==> config.mk <==
export PLATFORM = sky130hd
export DESIGN_NAME = best_move_selector
export DESIGN_NICKNAME = d
export VERILOG_FILES = /design/src/rtl/best_move_selector.sv
export SDC_FILE = /design/constraint.sdc
export NUM_CORES = 1
export LEC_CHECK = 0
export CORE_MARGIN = 2
export CORE_UTILIZATION = 50
export CTS_BUF_LIST = sky130_fd_sc_hd__clkbuf_8
export CTS_CLUSTER_DIAMETER = 200
export DETAILED_ROUTE_END_ITERATION = 16
export PLACE_DENSITY = 0.76
export SLEW_MARGIN = 20
export SYNTH_ARGS = -nofsm -noshare
export SYNTH_HDL_FRONTEND = slang
export SYNTH_SLANG_ARGS = --single-unit
==> constraint.sdc <==
create_clock -name clk -period 4.6 [get_ports clk]
set_input_delay 0.92 -clock clk [delete_from_list [all_inputs] [get_ports clk]]
set_output_delay 0.92 -clock clk [all_outputs]
set_load 0.01 [all_outputs]
==> src/rtl/best_move_selector.sv <==
// rtl/best_move_selector.sv - sums per-direction scores per cell and tracks the best cell of a scan
// IDLE -> ACCUM on start, ACCUM -> DONE on in_last, DONE -> IDLE after a one-cycle done pulse.
module best_move_selector #(
   parameter int DIRS    = 4,
   parameter int SCORE_W = 13,
   parameter int SUM_W   = 16,
   parameter int COORD_W = 4
) (
   input  logic               clk,
   input  logic               rst,
   input  logic               start,
   input  logic               in_valid,
   output logic               in_ready,
   input  logic [SCORE_W-1:0] in_score,
   input  logic [COORD_W-1:0] in_row,
   input  logic [COORD_W-1:0] in_col,
   input  logic               in_last,
   output logic               busy,
   output logic               done,
   output logic               best_valid,
   output logic [COORD_W-1:0] best_row,
   output logic [COORD_W-1:0] best_col,
   output logic [SUM_W-1:0]   best_score,
   output logic               proto_err
);

   localparam int CNT_W = (DIRS > 1) ? $clog2(DIRS) : 1;

   typedef enum logic [1:0] {
      S_IDLE  = 2'd0,
      S_ACCUM = 2'd1,
      S_DONE  = 2'd2
   } state_t;

   state_t             r_state;
   logic [CNT_W-1:0]   r_dir_cnt;
   logic [SUM_W-1:0]   r_acc;
   logic [COORD_W-1:0] r_cur_row;
   logic [COORD_W-1:0] r_cur_col;
   logic               r_done;
   logic               r_best_valid;
   logic [COORD_W-1:0] r_best_row;
   logic [COORD_W-1:0] r_best_col;
   logic [SUM_W-1:0]   r_best_score;
   logic               r_proto_err;

   logic               w_accum;
   logic               w_accept;
   logic               w_first;
   logic               w_final;
   logic [SUM_W-1:0]   w_score_ext;
   logic [SUM_W-1:0]   w_total;

   assign w_accum     = (r_state == S_ACCUM);
   assign in_ready    = w_accum;
   assign busy        = w_accum;
   // a start pulse in ACCUM restarts the scan, so any beat presented with it is dropped
   assign w_accept    = w_accum & in_valid & ~start;
   assign w_first     = (r_dir_cnt == '0);
   assign w_final     = (r_dir_cnt == CNT_W'(DIRS - 1));
   assign w_score_ext = {{(SUM_W - SCORE_W){1'b0}}, in_score};
   assign w_total     = r_acc + w_score_ext;

   always_ff @(posedge clk) begin
      if (rst) begin
         r_state      <= S_IDLE;
         r_dir_cnt    <= '0;
         r_acc        <= '0;
         r_cur_row    <= '0;
         r_cur_col    <= '0;
         r_done       <= 1'b0;
         r_best_valid <= 1'b0;
         r_best_row   <= '0;
         r_best_col   <= '0;
         r_best_score <= '0;
         r_proto_err  <= 1'b0;
      end else begin
         r_done <= 1'b0;
         case (r_state)
            S_IDLE: begin
               if (start) begin
                  r_acc        <= '0;
                  r_dir_cnt    <= '0;
                  r_best_valid <= 1'b0;
                  r_best_score <= '0;
                  r_best_row   <= '0;
                  r_best_col   <= '0;
                  r_proto_err  <= 1'b0;
                  r_state      <= S_ACCUM;
               end
            end
            S_ACCUM: begin
               if (start) begin
                  r_acc        <= '0;
                  r_dir_cnt    <= '0;
                  r_best_valid <= 1'b0;
                  r_best_score <= '0;
                  r_best_row   <= '0;
                  r_best_col   <= '0;
                  r_proto_err  <= 1'b0;
               end else if (w_accept) begin
                  if (in_last && !w_final) begin
                     // truncated cell: its partial sum never competes
                     r_proto_err <= 1'b1;
                     r_dir_cnt   <= '0;
                     r_acc       <= '0;
                     r_done      <= 1'b1;
                     r_state     <= S_DONE;
                  end else if (w_final) begin
                     if (w_total > r_best_score) begin
                        r_best_score <= w_total;
                        r_best_row   <= r_cur_row;
                        r_best_col   <= r_cur_col;
                        r_best_valid <= 1'b1;
                     end
                     r_dir_cnt <= '0;
                     if (in_last) begin
                        r_done  <= 1'b1;
                        r_state <= S_DONE;
                     end
                  end else begin
                     if (w_first) begin
                        r_cur_row <= in_row;
                        r_cur_col <= in_col;
                        r_acc     <= w_score_ext;
                     end else begin
                        r_acc <= w_total;
                     end
                     r_dir_cnt <= r_dir_cnt + CNT_W'(1);
                  end
               end
            end
            S_DONE: begin
               r_state <= S_IDLE;
            end
            default: begin
               r_state <= S_IDLE;
            end
         endcase
      end
   end

   assign done       = r_done;
   assign best_valid = r_best_valid;
   assign best_row   = r_best_row;
   assign best_col   = r_best_col;
   assign best_score = r_best_score;
   assign proto_err  = r_proto_err;

endmodule

==> results.ini <==
[outcome]
status = finished, final reports clean

[critical_path]
cells_along_the_critical_path = clkdlybuf4s50_1 > ha_1 > a21o_1 > a21oi_1 > buf_4 > a211o_1 > a41oi_2 > xor2_1 > ha_1 > nand4_1 > buf_4 > a2111o_1 > a31oi_4 > buf_6 > nor2b_4 > buf_6 > a22oi_2 > nor2_1
r2r_slack_ns = 0.49
cp_data_arrival_time_ns = 4.78
cp_slowest_cell = clkdlybuf4s50_1
regToRegStartpoint = r_acc[0]
startpoint_type = input port
critPathRequiredTime_ns = 4.86
r2r_end = best_score[14]
critPathKind = in2reg
critical_path.max_stage_delay_ns = 0.42
reg2reg_depth = 18
cp_max_fo = 5
endpoint_kind = flip-flop

[clock_network]
cts_hold_repair.buffers = 0
clk-insertion-delay-late_ns = 0.32
cts.reportedPaths.clkPinSlew_ns = 0.11
cts_tree = built
clock_tree.htree_level_count = 2
clockRootBuffer = clkbuf_8
cts-buffers-inserted = 5
cts_max_path_buffers = 2
cts.sink_count = 55

[floorplan]
core_um2 = 6310
std_cell_rows = 29
die-width_um = 84.5
die_area_um2 = 7140
die-height_um = 84.5
effective_utilization_at_floorplan_pct = 51.3
io_pins = 55

[pwr]
p_sw_share_pct = 26.9
p_clk_share_pct = 35.0
power_frac_seq_pct = 48.9
p_comb_share_pct = 16.0
cell_internal_pwr_w = 0.000720
p_leak_nw = 1.83
power.net_switching_w = 0.000265
p_total_w = 0.000985
vdd_ir_max_mv = 0.142
power_per_cell_area_nw_per_um2 = 221

[logic_synthesis]
mappedNetlistNets = 438
postSynthRegisterBits = 55
sequential_fraction_of_the_synthesis_area_pct = 34.0
syn_avg_cell_area_um2 = 8.55
post-synth-top-area-cell = dfxtp_1
edff_count_synth = 0
yosysUniqueCellTypes = 55
syn_area_um2 = 3240
ys_dominant_reg_cell = dfxtp_1
synth_top_cells_by_area = dfxtp_1 34%, ha_1 12%, a22oi_1 7.6%
yosysTopAreaCellShare_pct = 34.0
synthArstFlopShare_pct = 0
netlist_instances = 379
synth-warning-count = 0

[global_route]
via_count_of_the_first_global_routing_pass = 3208
antenna_found_initial = 0
grt_max_degree = 50
groute.usage.overall_pct = 26.1
grt_pass1_wl_um = 15100
grt_overflow = 0

[sta]
finalMaxSlewViolations = 0
max-slew-margin-rel_pct = 29.7
worst_slew_pin_slew_ns = 1.05
tmin_final_ns = 4.53
finalHoldWorstSlack_ns = 0.474
report.final.hold_viol_count = 0
final_setup_violations = 0
timing.fmax_ghz = 0.221
worst_clock_skew_on_the_final_layout_ns = 0.00662
finalWorstSetupSlack_ns = 0.0718
period_share_pct = 98.4

[cells_and_area]
mostFrequentLayoutCells = 55 x nor2_1, 55 x dfxtp_1, 52 x clkdlybuf4s50_1
fillerInstances = 507
antennaDiodeCount = 0
layout.cells.non_filler = 548
num-nets-final = 529
area_taken_by_multi_input_logic_gates_um2 = 2120
drive_above_1_share_pct = 20.0
area_delta_synth_final_pct = 37.4
area.sequential_um2 = 1100

[min_path]
timing.hold.worst_endpoint = r_acc[9]
min-delay-path-class = reg2reg
timing.hold.worst_path_depth = 2
min-delay-start = r_acc[9]

[drt]
drt-wirelength-per-cell_um = 17.2
via_count_of_the_routed_design = 3240
initial_drt_markers = 206
via_density_per_instance = 5.91
antenna_left = 0
count_of_tritonroute_iterations_in_the_first_routing_pass = 4
drt-total-wl_um = 9430
drcViolationCount = 0

[placement]
pre_cts_slack_ns = -0.615
dpl.cell_count = 524
dp_hpwl_um = 6200
finalWeightedCongestion = 0.965
buffer_ports.inserted = 54

[job]
drv.max_cap_violation_count = 0

==> registers in the layout, summed over array words and instances, names as in the netlist, 2 cells and up <==
register and flops:
r_acc 16, best_score 16, r_cur_row 4, best_row 4, r_dir_cnt 2, r_cur_col 4, best_col 4, r_state 2
==> stage by stage <==
step	instance area (um2)	setup TNS (ns)	utilization [%]
after floorplan	3240	0	-
final	4450	0	70.5
after CTS	4270	0	67.7
after detailed placement	4020	-14.52	63.6
after global placement	4020	-9.52	63.6
after global routing	4450	-0.169	70.5
==> worst max path at each step <==
stage	from	to	slack (ns)	depth (start not counted)
after CTS	in_score[0]	best_score[2]	0.009	21
after floorplan	in_score[0]	best_score[10]	0.29	18
after global routing	in_score[2]	best_score[15]	-0.02	19
final	in_score[4]	best_score[14]	0.07	18
after detailed placement	in_score[0]	best_row[3]	-0.62	18
after global placement	in_score[0]	best_score[13]	-0.41	18
==> area by class of cell <==
type                            count  share of cell area [%]
Tap cell                           77                    2.16
Multi-Input combinational cell    284                    47.7
Inverter                           24                    2.02
Timing Repair Buffer              100                    20.8
Sequential cell                    55                    24.7
Clock inverter                      3                    1.07
Clock buffer                        5                    1.55
==> cell usage after synthesis (all sizes together), types with 8 or more instances <==
cell and number:
a21oi 25, ha 32, o21ai 15, buf 8
nand2 25, inv 24, clkbuf 9, dfxtp 55
mux2i 13, a22oi 33, nor3 11, nor2 56
nor2b 8
==> cells by family (layout without fill, tap and decap cells) <==
family	count (synthesis)	count (layout)	share of synthesized area (%)
simple gates	121	122	17.4
compound gates	100	100	21.2
flops	55	55	34.0
buf+inv	41	132	5.71
fa+ha+maj	33	33	13.0
mux	18	18	5.75
xor+xnor	11	11	2.97
==> worst max-delay path, delay by kind of cell <==
kind                       cells  cell delay [ns]
xor gates and xnor gates       1             0.27
adders and majority gates      2             0.61
and+or+nand+nor                3             0.45
AOI/OAI and AO/OA              7             1.50
buffers and inverters          5             1.04
==> routing by layer <==
layer | global-route usage [%] | vias up | wire, um
li1 | - | 1542 | -
met2 | 44.8 | 116 | 4860
met5 | 0 | - | 0
met1 | 33.0 | 1562 | 3830
met3 | 3.15 | 20 | 546
met4 | 11.3 | 0 | 195
==> power by group through the flow <==
stage	Sequential, W	Clock [W]	Combinational (W)
2_1_floorplan	0.000493	0	0.0000774
3_3_place_gp	0.000493	0	0.000138
3_5_place_dp	0.000493	0	0.000143
4_1_cts	0.000482	0.000346	0.000150
5_1_grt	0.000483	0.000367	0.000172
6_report	0.000482	0.000345	0.000158
==> repair_timing <==
item	in CTS	in global routing
pin swaps	6	12
buffers inserted	9	4
cloned	3	0
gates resized for setup	13	33
endpoints found under the setup margin	24	24
No activity file was read; power rests on OpenSTA's default activity.
